**src/rtl/crc8_frame_ctrl.sv**
```systemverilog
// rtl/crc8_frame_ctrl.sv - CRC-8 (poly 0x07) inline frame sequencer: GEN appends, CHECK verifies the trailing CRC byte

module calc_crc (
  input  logic [7:0] crc_i,
  input  logic [7:0] data_i,
  output logic [7:0] crc_o
);
  logic [7:0] c;

  always_comb begin
    c = crc_i ^ data_i;
    for (int i = 0; i < 8; i++) begin
      c = c[7] ? ((c << 1) ^ 8'h07) : (c << 1);
    end
    crc_o = c;
  end
endmodule

module crc8_frame_ctrl #(
  parameter logic [7:0] INIT    = 8'h00,
  parameter logic [7:0] XOR_OUT = 8'h00,
  parameter int         LEN_W   = 16
) (
  input  logic             CLK_I,
  input  logic             RST_I,
  input  logic             MODE_I,
  input  logic [7:0]       S_DATA_I,
  input  logic             S_VALID_I,
  input  logic             S_LAST_I,
  output logic             S_READY_O,
  output logic [7:0]       M_DATA_O,
  output logic             M_VALID_O,
  output logic             M_LAST_O,
  input  logic             M_READY_I,
  output logic [7:0]       CRC_O,
  output logic             CRC_ERR_O,
  output logic [LEN_W-1:0] LEN_O,
  output logic             DONE_O
);
  typedef enum logic [1:0] {ST_IDLE, ST_DATA, ST_APPEND} state_t;

  state_t             state_q, state_d;
  logic               mode_q, mode_d;
  logic [7:0]         crc_q, crc_d;
  logic [LEN_W-1:0]   cnt_q, cnt_d;
  logic [7:0]         m_data_q, m_data_d;
  logic               m_valid_q, m_valid_d;
  logic               m_last_q, m_last_d;
  logic [7:0]         crc_out_q, crc_out_d;
  logic               crc_err_q, crc_err_d;
  logic [LEN_W-1:0]   len_q, len_d;

  logic               accept;
  logic               out_fire;
  logic               cur_mode;
  logic [7:0]         crc_upd;
  logic [LEN_W-1:0]   cnt_nxt;

  calc_crc u_calc_crc (
    .crc_i  (crc_q),
    .data_i (S_DATA_I),
    .crc_o  (crc_upd)
  );

  assign S_READY_O = (state_q != ST_APPEND) && (!m_valid_q || M_READY_I);
  assign accept    = S_VALID_I && S_READY_O;
  assign out_fire  = m_valid_q && M_READY_I;
  // Mode is frozen by the first accepted byte; later MODE_I changes are ignored.
  assign cur_mode  = (state_q == ST_IDLE) ? MODE_I : mode_q;
  assign cnt_nxt   = (state_q == ST_IDLE) ? LEN_W'(1) :
                     ((&cnt_q) ? cnt_q : cnt_q + LEN_W'(1));

  always_comb begin
    state_d   = state_q;
    mode_d    = mode_q;
    crc_d     = crc_q;
    cnt_d     = cnt_q;
    m_data_d  = m_data_q;
    m_valid_d = m_valid_q;
    m_last_d  = m_last_q;
    crc_out_d = crc_out_q;
    crc_err_d = crc_err_q;
    len_d     = len_q;

    if (out_fire) begin
      m_valid_d = 1'b0;
      m_last_d  = 1'b0;
    end

    if (state_q == ST_APPEND) begin
      // m_last_q marks the CRC byte already loaded; otherwise the last payload byte is still draining.
      if (m_valid_q && m_last_q) begin
        if (M_READY_I) state_d = ST_IDLE;
      end else if (!m_valid_q || M_READY_I) begin
        m_data_d  = crc_out_q;
        m_valid_d = 1'b1;
        m_last_d  = 1'b1;
      end
    end else if (accept) begin
      mode_d    = cur_mode;
      cnt_d     = cnt_nxt;
      m_data_d  = S_DATA_I;
      m_valid_d = 1'b1;
      m_last_d  = S_LAST_I && cur_mode;
      if (S_LAST_I) begin
        crc_d = INIT;
        len_d = cnt_nxt;
        if (cur_mode) begin
          crc_out_d = crc_q ^ XOR_OUT;
          crc_err_d = (S_DATA_I != (crc_q ^ XOR_OUT));
          state_d   = ST_IDLE;
        end else begin
          crc_out_d = crc_upd ^ XOR_OUT;
          crc_err_d = 1'b0;
          state_d   = ST_APPEND;
        end
      end else begin
        crc_d   = crc_upd;
        state_d = ST_DATA;
      end
    end
  end

  always_ff @(posedge CLK_I) begin
    if (RST_I) begin
      state_q   <= ST_IDLE;
      mode_q    <= 1'b0;
      crc_q     <= INIT;
      cnt_q     <= '0;
      m_data_q  <= 8'h00;
      m_valid_q <= 1'b0;
      m_last_q  <= 1'b0;
      crc_out_q <= 8'h00;
      crc_err_q <= 1'b0;
      len_q     <= '0;
    end else begin
      state_q   <= state_d;
      mode_q    <= mode_d;
      crc_q     <= crc_d;
      cnt_q     <= cnt_d;
      m_data_q  <= m_data_d;
      m_valid_q <= m_valid_d;
      m_last_q  <= m_last_d;
      crc_out_q <= crc_out_d;
      crc_err_q <= crc_err_d;
      len_q     <= len_d;
    end
  end

  assign M_DATA_O  = m_data_q;
  assign M_VALID_O = m_valid_q;
  assign M_LAST_O  = m_last_q;
  assign CRC_O     = crc_out_q;
  assign CRC_ERR_O = crc_err_q;
  assign LEN_O     = len_q;
  assign DONE_O    = m_valid_q && M_READY_I && m_last_q && !RST_I;
endmodule
```
**config.mk**
```make
export PLATFORM = sky130hd
export DESIGN_NAME = crc8_frame_ctrl
export DESIGN_NICKNAME = d
export VERILOG_FILES = /design/src/rtl/crc8_frame_ctrl.sv
export SDC_FILE = /design/constraint.sdc
export NUM_CORES = 1
export LEC_CHECK = 0
export BUFFER_PORTS_ARGS = -buffer_cell sky130_fd_sc_hd__buf_2
export CORE_MARGIN = 5
export CORE_UTILIZATION = 51
export CTS_CLUSTER_SIZE = 28
export DETAILED_ROUTE_END_ITERATION = 12
export GPL_TIMING_DRIVEN = 0
export PLACE_DENSITY_LB_ADDON = 0.3
export REMOVE_ABC_BUFFERS = 1
export SLEW_MARGIN = 20
export SYNTH_ARGS = -nofsm -noshare
export SYNTH_HDL_FRONTEND = slang
export SYNTH_HIERARCHICAL = 1
export SYNTH_SLANG_ARGS = --single-unit
```
**constraint.sdc**
```tcl
create_clock -name CLK_I -period 1.8 [get_ports CLK_I]
set_clock_uncertainty 0.1 [all_clocks]
set_input_delay 0.27 -clock CLK_I [delete_from_list [all_inputs] [get_ports CLK_I]]
set_output_delay 0.27 -clock CLK_I [all_outputs]
set_load 0.05 [all_outputs]
```
==> reports/results.md <==
- cell breakdown of the critical path: ha_4, nand3_4, or4_4, o21ai_2, and2b_1, a311oi_1
- final wirelength: 9746 um
- overflow left after global routing: 0
- tightest hold margin: 102.7 ps
- number of H-tree levels: 3
- final standard cell count with taps included and fillers excluded: 546
- WP data required: 1880 ps
- iteration count of the initial detailed-routing pass: 6
- WP data arrival: 1920 ps
- Slew @ Worst Pin: 959.4 ps
- fraction of synthesized cell area taken by the top area cell type: 37.42%
- instance area after placement: 3542 um^2
- highest cell delay on the worst timing path: 600 ps
- via/cell ratio: 6.154
- number of distinct library cell variants in the gate-level netlist after synthesis: 56
- Final Core Density: 66.88%
- worst-path cell with the longest stage delay: sky130_fd_sc_hd__or4_4
- Rel. slew slack: 36.04%
- total number of vias: 3360
- Die Span X: 90.65 um
- routability cong.: 0.9191
- cells after synthesis: 401
- violations in the final reports: negative setup slack
- Top-Level Pins: 51
- achievable clock frequency: 542.0 MHz
- P per Cell Area: 873.3 nW/um^2
- Commonest cells post-synth: sky130_fd_sc_hd__dfxtp_1 (62), sky130_fd_sc_hd__nor2_1 (53), sky130_fd_sc_hd__nand2_1 (39)
- Tmin final: 1845 ps
- critical path class: reg2reg
- Overall Power: 3.708 mW
- fraction of layout instances using a drive strength above 1: 34.54%
- clk buf depth: 2
- ranking of synthesized cells by area: sky130_fd_sc_hd__dfxtp_1 (37%), sky130_fd_sc_hd__nor2_1 (6.0%), sky130_fd_sc_hd__xnor2_1 (5.0%), sky130_fd_sc_hd__nand2_1 (4.4%), sky130_fd_sc_hd__a311oi_1 (4.2%)
- initial core utilization: 52.24%
- number of antenna cells inserted: 0
- fin nets: 481
- Die Area: 8217 um^2
- cts hold-fix bufs: 0
- vias in the first global route: 3074
- ANT nets after route: 0
- launching element type of the critical path: register
- Std-Cell Core Area: 6350 um^2
- DRC violation count after routing: 0
- ratio of final minimum period to clock period: 102.5%
- number of hold-slack violations in the final timing report: 0
- hold crit path type: in2reg
- synthesized area per cell: 8.272 um^2
- async set-or-reset flop fraction in the synthesized netlist: 0%
- setup repair after global routing missed its margin: yes
- clock latency on the worst-skew pair: 340 ps
- setup TNS: -113.9 ps
- cell with the most instances after synthesis: sky130_fd_sc_hd__dfxtp_1
- pins over their slew limit: 0
- die span in y: 90.65 um
- pin count of the biggest net entering global routing: 48
- Post-synth EDFFs: 0
- summed instance area of the synthesized netlist: 3317 um^2
- element type at the critical path end: register
- worst ir drop on vdd: 0.0006497 V
- clk sink count: 62
- Tot GR Track Use: 22.30%
- run status: finished with violations
- fin area: 4247 um^2
- Most used DFF post-synth: sky130_fd_sc_hd__dfxtp_1
- placed wire-length estimate after detailed placement: 5916 um
- CTS tree: done
- clock-pin slew of the registers on the worst-case setup and hold paths: 70 ps
- cell type with the largest total area after synthesis: sky130_fd_sc_hd__dfxtp_1
- placement-stage worst setup slack: -1154 ps
- share of synthesized area occupied by flip-flops and latches: 37.42%
- root buffer selected by CTS: sky130_fd_sc_hd__clkbuf_8
- largest fanout of any net on the critical path: 5
- total leakage power: 1.745 nW
- Detailed Route Iter0 Violations: 365
- Core Rows: 29
- max-cap violation count: 0
- final setup violating endpoints: 4
- #FFs+latches synth: 62
- Buffers & Inverters on Critical Path: 0
- YS warnings: 6
- number of buffers added by the clock tree synthesis step: 9
- fin worst setup slack: -45.15 ps
- WL/cell: 17.85 um
- number of placed instances with taps included: 501
- cell family with most CP delay: simple AND/OR/NAND/NOR gates
- Port-buffer cells: 50
- wire length of the first global-routing pass: 15220 um
- area overhead of the layout relative to synthesis: 28.03%
- initial antenna violation count: 0
==> report_power, final <==
| part | internal (mW) | switching [mW] | total (mW) |
|---|---|---|---|
| registers | 1.45 | 0.0883 | 1.54 |
| logic | 0.456 | 0.688 | 1.14 |
| clock network | 0.518 | 0.510 | 1.03 |
| total | 2.42 | 1.29 | 3.71 |
==> flip-flops by register name, indices dropped and copies added, names as in the netlist <==
name,cells
LEN_O,16
CRC_ERR_O,1
CRC_O,8
M_DATA_O,8
crc_q,8
state_q,2
mode_q,1
M_VALID_O,1
cnt_q,16
M_LAST_O,1
==> area by class of cell <==
type	instances	area (um^2)
inverter	4	15.01
timing repair buffer	79	486.7
clock inverter	2	10.01
sequential	62	1301
fill	500	2103
multi-input combinational	310	2192
tap	77	96.34
clock buffer	12	145.1
==> per-layer routing <==
layer | routed length, um | global-route usage, % | up-vias | part of all wire [%]
li1 | - | - | 1583 | -
met1 | 4275 | 31.03 | 1610 | 44
met2 | 4505 | 34.20 | 137 | 46
met3 | 725 | 4.333 | 30 | 7.4
met4 | 239 | 7.940 | 0 | 2.5
met5 | 0 | 0 | - | 0
==> kinds of logic (layout without fill, tap and decap cells) <==
group / Yosys count / in the layout / share of synthesized area [%]
AO/OA/AOI/OAI: 92 / 92 / 18.67
multiplexers: 11 / 11 / 3.320
flip-flops: 62 / 62 / 37.42
adder cells (fa/ha/maj): 1 / 1 / 0.3772
buffers and inverters: 31 / 97 / 4.225
XOR/XNOR: 38 / 38 / 11.17
AND/OR/NAND/NOR: 166 / 168 / 24.82
==> worst reg2reg max path, stage by stage, from the launching register on <==
cell and delay, ps:
sky130_fd_sc_hd__dfxtp_4 360, sky130_fd_sc_hd__ha_4 170, sky130_fd_sc_hd__nand3_4 90, sky130_fd_sc_hd__or4_4 600, sky130_fd_sc_hd__o21ai_2 160, sky130_fd_sc_hd__and2b_1 140
sky130_fd_sc_hd__a311oi_1 50
==> final timing paths <==
check | endpoint | slack [ps] | from | depth (start not counted)
setup reg to reg | cnt_q[0] | -50 | cnt_q[0] | 6
setup / recovery | cnt_q[0] | -50 | cnt_q[0] | 6
hold / removal | M_VALID_O | 100 | M_READY_I | 2
hold reg to reg | LEN_O[10] | 340 | LEN_O[10] | 2
==> repair_timing <==
| item | 4_1_cts | 5_1_grt |
|---|---|---|
| setup buffers | 20 | 9 |
| resized for setup | 50 | 38 |
| gates cloned | 2 | 0 |
| pin swaps | 9 | 14 |
| endpoints found under the setup margin | 63 | 43 |
==> cell usage in the layout, fill, tap and decap left out, types with 13 or more instances in the layout <==
cell type                  synthesis  layout
sky130_fd_sc_hd__nor2_1           53      49
sky130_fd_sc_hd__buf_2             8      49
sky130_fd_sc_hd__dfxtp_1          62      38
sky130_fd_sc_hd__nand2_1          39      37
sky130_fd_sc_hd__buf_4             1      27
sky130_fd_sc_hd__a21oi_1          25      20
sky130_fd_sc_hd__xor2_1           16      16
sky130_fd_sc_hd__a311oi_1         16      15
sky130_fd_sc_hd__nand3_1          17      14
sky130_fd_sc_hd__xnor2_1          19      13
Note: power is estimated with default switching activity, not from simulation.
